File: src/rtl/my_lsu.sv
// my_lsu: load/store unit between the datapath and a handshaked data-memory bus.
// Steers store bytes onto lanes, extends load data, and flags alignment, width and timeout faults.
module my_lsu #(
    parameter int  TIMEOUT = 255,
    localparam int CNT_W   = $clog2(TIMEOUT + 2)
) (
    input  logic        clk,
    input  logic        rst,
    input  logic        req_valid,
    input  logic        req_we,
    input  logic [2:0]  req_funct3,
    input  logic [31:0] req_addr,
    input  logic [31:0] req_wdata,
    output logic        stall,
    output logic [31:0] load_data,
    output logic        load_valid,
    output logic        fault_valid,
    output logic [1:0]  fault_code,
    output logic        mem_req,
    output logic        mem_we,
    output logic [31:0] mem_addr,
    output logic [31:0] mem_wdata,
    output logic [3:0]  mem_wmask,
    input  logic [31:0] mem_rdata,
    input  logic        mem_ready
);

    typedef enum logic [1:0] {
        IDLE   = 2'd0,
        ACCESS = 2'd1,
        DONE   = 2'd2,
        FAULT  = 2'd3
    } state_t;

    state_t             state;
    state_t             state_next;
    logic               lat_we;
    logic [2:0]         lat_f3;
    logic [1:0]         lat_off;
    logic [CNT_W-1:0]   wait_cnt;
    logic [CNT_W-1:0]   cnt_inc;
    logic               timed_out;
    logic               bad_width;
    logic               bad_align;
    logic [31:0]        st_wdata;
    logic [3:0]         st_mask;
    logic [7:0]         rd_byte;
    logic [15:0]        rd_half;
    logic [31:0]        ext_data;

    // Request decode: width legality, alignment and store lane steering.
    always_comb begin
        bad_width = (req_funct3 == 3'b011) || (req_funct3 == 3'b110) || (req_funct3 == 3'b111);
        bad_align = ((req_funct3[1:0] == 2'b01) && req_addr[0]) ||
                    ((req_funct3[1:0] == 2'b10) && (req_addr[1:0] != 2'b00));
        st_wdata  = req_wdata;
        st_mask   = 4'b1111;
        case (req_funct3[1:0])
            2'b00: begin
                st_wdata = {4{req_wdata[7:0]}};
                st_mask  = 4'b0001 << req_addr[1:0];
            end
            2'b01: begin
                st_wdata = {2{req_wdata[15:0]}};
                st_mask  = 4'b0011 << {req_addr[1], 1'b0};
            end
            default: begin
                st_wdata = req_wdata;
                st_mask  = 4'b1111;
            end
        endcase
    end

    // Load extraction uses the offset and width captured at request time.
    always_comb begin
        rd_byte  = mem_rdata[{lat_off, 3'b000} +: 8];
        rd_half  = mem_rdata[{lat_off[1], 4'b0000} +: 16];
        ext_data = mem_rdata;
        case (lat_f3)
            3'b000:  ext_data = {{24{rd_byte[7]}}, rd_byte};
            3'b001:  ext_data = {{16{rd_half[15]}}, rd_half};
            3'b100:  ext_data = {24'd0, rd_byte};
            3'b101:  ext_data = {16'd0, rd_half};
            default: ext_data = mem_rdata;
        endcase
    end

    always_comb begin
        cnt_inc   = wait_cnt + 1'b1;
        timed_out = (TIMEOUT != 0) && (cnt_inc == CNT_W'(TIMEOUT));
    end

    always_ff @(posedge clk or negedge rst) begin
        if (!rst) state <= IDLE;
        else      state <= state_next;
    end

    always_comb begin
        state_next = state;
        stall      = 1'b0;
        case (state)
            IDLE: begin
                stall = req_valid;
                if (req_valid) state_next = (bad_width || bad_align) ? FAULT : ACCESS;
            end
            ACCESS: begin
                stall = 1'b1;
                if (mem_ready)      state_next = DONE;
                else if (timed_out) state_next = FAULT;
            end
            DONE:    state_next = IDLE;
            FAULT:   state_next = IDLE;
            default: state_next = IDLE;
        endcase
    end

    // Bus outputs are registered on ACCESS entry and cleared on the edge that leaves ACCESS.
    always_ff @(posedge clk or negedge rst) begin
        if (!rst) begin
            lat_we      <= 1'b0;
            lat_f3      <= 3'b000;
            lat_off     <= 2'b00;
            wait_cnt    <= '0;
            mem_req     <= 1'b0;
            mem_we      <= 1'b0;
            mem_addr    <= 32'd0;
            mem_wdata   <= 32'd0;
            mem_wmask   <= 4'b0000;
            load_data   <= 32'd0;
            load_valid  <= 1'b0;
            fault_valid <= 1'b0;
            fault_code  <= 2'b00;
        end else begin
            load_valid  <= 1'b0;
            fault_valid <= 1'b0;
            fault_code  <= 2'b00;
            case (state)
                IDLE: begin
                    if (req_valid) begin
                        lat_we   <= req_we;
                        lat_f3   <= req_funct3;
                        lat_off  <= req_addr[1:0];
                        wait_cnt <= '0;
                        if (bad_width) begin
                            fault_valid <= 1'b1;
                            fault_code  <= 2'b11;
                        end else if (bad_align) begin
                            fault_valid <= 1'b1;
                            fault_code  <= 2'b01;
                        end else begin
                            mem_req   <= 1'b1;
                            mem_we    <= req_we;
                            mem_addr  <= {req_addr[31:2], 2'b00};
                            mem_wdata <= req_we ? st_wdata : 32'd0;
                            mem_wmask <= req_we ? st_mask : 4'b0000;
                        end
                    end
                end
                ACCESS: begin
                    if (mem_ready || timed_out) begin
                        mem_req   <= 1'b0;
                        mem_we    <= 1'b0;
                        mem_addr  <= 32'd0;
                        mem_wdata <= 32'd0;
                        mem_wmask <= 4'b0000;
                    end
                    if (mem_ready) begin
                        if (!lat_we) begin
                            load_data  <= ext_data;
                            load_valid <= 1'b1;
                        end
                    end else if (timed_out) begin
                        fault_valid <= 1'b1;
                        fault_code  <= 2'b10;
                    end else begin
                        wait_cnt <= cnt_inc;
                    end
                end
                default: ;
            endcase
        end
    end

endmodule

File: config.mk
export PLATFORM = sky130hd
export DESIGN_NAME = my_lsu
export DESIGN_NICKNAME = d
export VERILOG_FILES = /design/src/rtl/my_lsu.sv
export SDC_FILE = /design/constraint.sdc
export NUM_CORES = 1
export LEC_CHECK = 0
export BUFFER_PORTS_ARGS = -buffer_cell sky130_fd_sc_hd__clkbuf_2
export CAP_MARGIN = 5
export CORE_ASPECT_RATIO = 0.9
export CORE_MARGIN = 2
export CORE_UTILIZATION = 53
export CTS_CLUSTER_DIAMETER = 200
export DETAILED_ROUTE_END_ITERATION = 7
export GPL_ROUTABILITY_DRIVEN = 0
export HOLD_SLACK_MARGIN = 0.06
export PLACE_DENSITY = 0.87
export SYNTH_ARGS = -nofsm -noshare
export SYNTH_HDL_FRONTEND = slang
export SYNTH_SLANG_ARGS = --single-unit
File: constraint.sdc
create_clock -name clk -period 6.2 [get_ports clk]
set_input_delay 1.55 -clock clk [delete_from_list [all_inputs] [get_ports clk]]
set_output_delay 1.55 -clock clk [all_outputs]
set_load 0.05 [all_outputs]
# Word-level counts from Yosys, hierarchy flattened
# Index checks and enable logic that the tools add are counted.
word_totals:
  register_bits: 123
  elab_cells: 110
  inputBits: 104
  output_inout_bits: 107
op_classes:
  n_shift: 4
  muxes: 53
  n_reduce_logical: 18
  n_bitwise: 1
  n_addsub: 1
  n_eq_ne: 19
ops:
  columns: ["op", "n"]
  rows:
  - ["two-way mux 32 bit", 8]
  - ["case mux 32 bit (2 select lines)", 3]
  - ["case mux 32 bit (4 select lines)", 1]
  - ["indexed part select 32 x 6 -> 16 bit", 1]
  - ["indexed part select 32 x 6 -> 8 bit", 1]
  - ["two-way mux 9 bit", 3]
  - ["two-way mux 4 bit", 5]
  - ["case mux 9 bit (2 select lines)", 1]
  - ["two-way mux 1 bit", 16]
  - ["two-way mux 2 bit", 8]
  - ["case mux 4 bit (2 select lines)", 2]
  - ["equality test 3 bit, second input constant", 4]
  - ["!= test 2 bit, second input constant", 6]
  - ["adder 9 x 1 -> 9 bit, second input constant", 1]
  - ["equality test 9 x 8 -> 1 bit, second input constant", 1]
  - ["case mux 1 bit (2 select lines)", 4]
  - ["equality test 2 bit, second input constant", 3]
  - ["case mux 2 bit (3 select lines)", 1]
  - ["logical OR 1 bit", 5]
  - ["AND reduction 5 bit", 1]
  - ["equality test 2 x 1 -> 1 bit, second input constant", 2]
  - ["zero test 2 bit", 2]
  - ["case mux 2 bit (2 select lines)", 1]
  - ["AND reduction 2 bit", 2]
  - ["12 further kinds", 14]

# Depth between registers and ports, before layout
depth:
  word_depth: 7
  depth_mapped: 10

# Worst setup path after synthesis
# OpenSTA, ideal clock, no wires.
synth_timing:
  kind: "input to output"
  start: "input port req_valid"
  end: "output port stall"
  arrival_ps: 2225
  cell_stages: 2
  setup_slack_ps: 2425
  cell_sequence: "nor2_1 -> nor2_1"
synth_via:
  elab_chain_cells: 1
synth_lines:
  columns: ["item", "line", "source"]
  rows:
  - ["start: declaration", "9", "input logic req_valid,"]
  - ["case mux 1 bit (2 select lines)", "101", "case (state)"]
  - ["end: declaration", "14", "output logic stall,"]
# No other way between the ends.

# Worst setup path after layout
# Ends and elaborated chain as after synthesis.

==> results by group <==
Outcome
  – Outcome: finished, final reports clean

Yosys
  – EDFF count, synth: 0
  – Mapped Area: 5580 µm²
  – Syn_area_per_cell: 10.5 µm²
  – Synth top area share: 0.543
  – Synth area leader: dfrtp_1
  – Primary FF master, synth: dfrtp_1
  – Top cells by area, synth: dfrtp_1 (54%), a22o_1 (7.4%), a21oi_1 (6.7%), mux2i_1 (5.6%), nor2_1 (4.4%)
  – Register bit total from synthesis: 121
  – Sequential fraction of the synthesis area: 0.543
  – Yosys warning total: 0
  – Post-synth cell types: 53
  – Syn Inst Count: 531
  – Async SR Flop Fraction: 1.00

Die
  – Die Wd: 112 µm
  – Die Ht: 101 µm
  – Placeable Area: 10,200 µm²
  – FP Rows: 35
  – Total die area: 11,400 µm²
  – Initial Util: 0.545
  – IO Pins: 211

Global route
  – Initial antenna violation count: 0
  – Total gr overflow: 0
  – Met3 Resource Use GR: 0.0694
  – Most Crowded Layer GR: met2
  – Met2 GRT Util: 0.471
  – Largest net degree at the start of global routing: 73
  – M1 GR Usage: 0.358
  – First-pass GRT wire length: 24.9 mm
  – Vias in the first global route: 4,925
  – All-layer global routing usage: 0.278

Placed design
  – Post-DP HPWL: 10.8 mm
  – Placed cell area: 6610 µm²
  – Dpl cells: 832
  – Port-buffer cells: 208

STA
  – Skew final: 0.00980 ns
  – RSZ-0062 raised after global routing: no
  – Tightest Pin Transition: 1.20 ns
  – Part of the cycle the worst path needs: 0.594
  – Finish-stage setup viols: 0
  – Crit path time final: 3.68 ns
  – Max Clk Rate: 272 MHz
  – Final Hold Viols: 0
  – Hold_ws: 0.483 ns
  – Setup TNS: 0 ns
  – Final Slew Violations: 0
  – Headroom to the max-slew limit: 0.197

Finish
  – Most frequent cells in the layout: clkbuf_2 (207), dfrtp_1 (121), a21oi_1 (75)
  – Area delta synth->final: 29.3%
  – Antenna Diode Count: 0
  – Layout Nets: 828
  – Layout Cells excl Fill: 864
  – Finished Core Util: 0.704
  – Commonest non-fill, non-tap cell in the layout: clkbuf_2
  – Fin area: 7210 µm²
  – Layout cells sized above 1: 0.350

Critical path
  – Crit end category: output port
  – Crit start category: input pin
  – CP arrival: 2.13 ns
  – R2R setup slack: 2.99 ns
  – Critical Path RT: 4.65 ns
  – CP startpoint: req_valid
  – Setup CP Type: input pin to output port
  – Crit path to: stall
  – RR Endpoint: mem_wdata[24]
  – CP Max Fanout: 4
  – Reg-to-Reg Start: wait_cnt[1]
  – R2R depth: 7

Power
  – Pwr Density: 624 nW/µm²
  – Leakage: 3.71 nW
  – Max VDD drop: 0.397 mV

Drt
  – Detailed Route Iter0 Violations: 334
  – Detail Route Antenna Nets: 0
  – DRT Wirelength: 15.6 mm
  – Routed len/inst: 18.1 µm
  – DR vias/cell: 5.84
  – DR DRC count: 0
  – DR pass1 iterations: 5
  – Via count: 5,049

Clock network
  – Hold Buf Count CTS: 0
  – # resized after CTS: 0
  – CTS Buffer Depth: 2
  – Clk_lat worst skew: 0.41 ns
  – Clock Pin Slew Worst Setup and Hold Paths: 0.05 ns
  – # Post-CTS Setup Buffers: 0
  – Inserted Clock Buffers: 17
  – CTS tree: built
  – Num Clock Sinks: 121
  – CTS H-tree lvls: 4
  – Root Driver: clkbuf_16

Worst hold path
  – Min-delay worst type: flop to flop

Job
  – MaxCap Viol Count: 0
## state kept, by name, indices dropped and copies added (netlist names)
| name | cells |
|---|---|
| load_data | 32 |
| mem_wdata | 32 |
| mem_addr | 30 |
| wait_cnt | 9 |
| mem_wmask | 4 |
| lat_f3 | 3 |
| fault_code | 2 |
| lat_off | 2 |
| state | 2 |
| fault_valid | 1 |
| lat_we | 1 |
| load_valid | 1 |
| mem_req | 1 |
| mem_we | 1 |
## worst min-delay path by stage
stage / from / end / slack, ns / cells after the start
after CTS: mem_req / mem_req / 0.49 / 1
final: mem_req / mem_req / 0.48 / 1
after global routing: mem_we / mem_we / 0.52 / 1
after global placement: mem_we / mem_we / 0.46 / 1
after detailed placement: mem_we / mem_we / 0.48 / 1
after floorplan: lat_we / lat_we / 0.45 / 2
## critical path, cell delays in order
cell,delay [ns]
clkbuf_2,0.12
nor2_1,0.05
nor2_1,0.11
clkbuf_2,0.29
## area by class of cell
type	count	area, µm²
multi-input cells	363	2330
clock buffers	18	439
fillers	766	3030
flip-flops and latches	121	3030
well taps	129	161
inverters	8	30.0
clock inverters	14	160
repair buffers	211	1070
## power breakdown
group	internal [W]	total (W)	switching, W
Clock	0.000611	0.000993	0.000381
Sequential	0.00110	0.00136	0.000260
Combinational	0.000543	0.00215	0.00161
Total	0.00225	0.00450	0.00225
## kinds of logic after synthesis
family / share of synthesized area
simple gates: 0.109
xor+xnor: 0.00314
fa+ha+maj: 0.00448
compound gates: 0.229
mux: 0.0677
buf+inv: 0.0433
other cells: 0.000672
flops: 0.543
## through the flow
step | power [W] | setup WS, ns
3_3_place_gp | 0.00346 | 2.29
3_5_place_dp | 0.00351 | 2.13
5_1_grt | 0.00473 | 2.34
2_1_floorplan | 0.00300 | 2.42
4_1_cts | 0.00452 | 2.52
6_report | 0.00450 | 2.52
## cells in the mapped netlist (3+ instances only)
cell,instances
o2bb2ai_1,22
buf_1,3
nor3_1,3
nand2_1,35
nand2b_1,4
and3_1,5
a21oi_1,75
a31oi_1,7
buf_2,4
dfrtp_1,121
a211o_1,3
mux2i_1,31
o21ai_0,15
nor2_1,65
nand3_1,7
buf_4,5
a22o_1,47
inv_1,8
a21o_1,4
clkbuf_1,24
## metal layers
layer,vias to the layer above,wire length (µm)
met4,0,252
met3,25,1270
met2,265,7920
li1,2313,-
met5,-,0
met1,2446,6180
(Power assumes the default switching activity.)
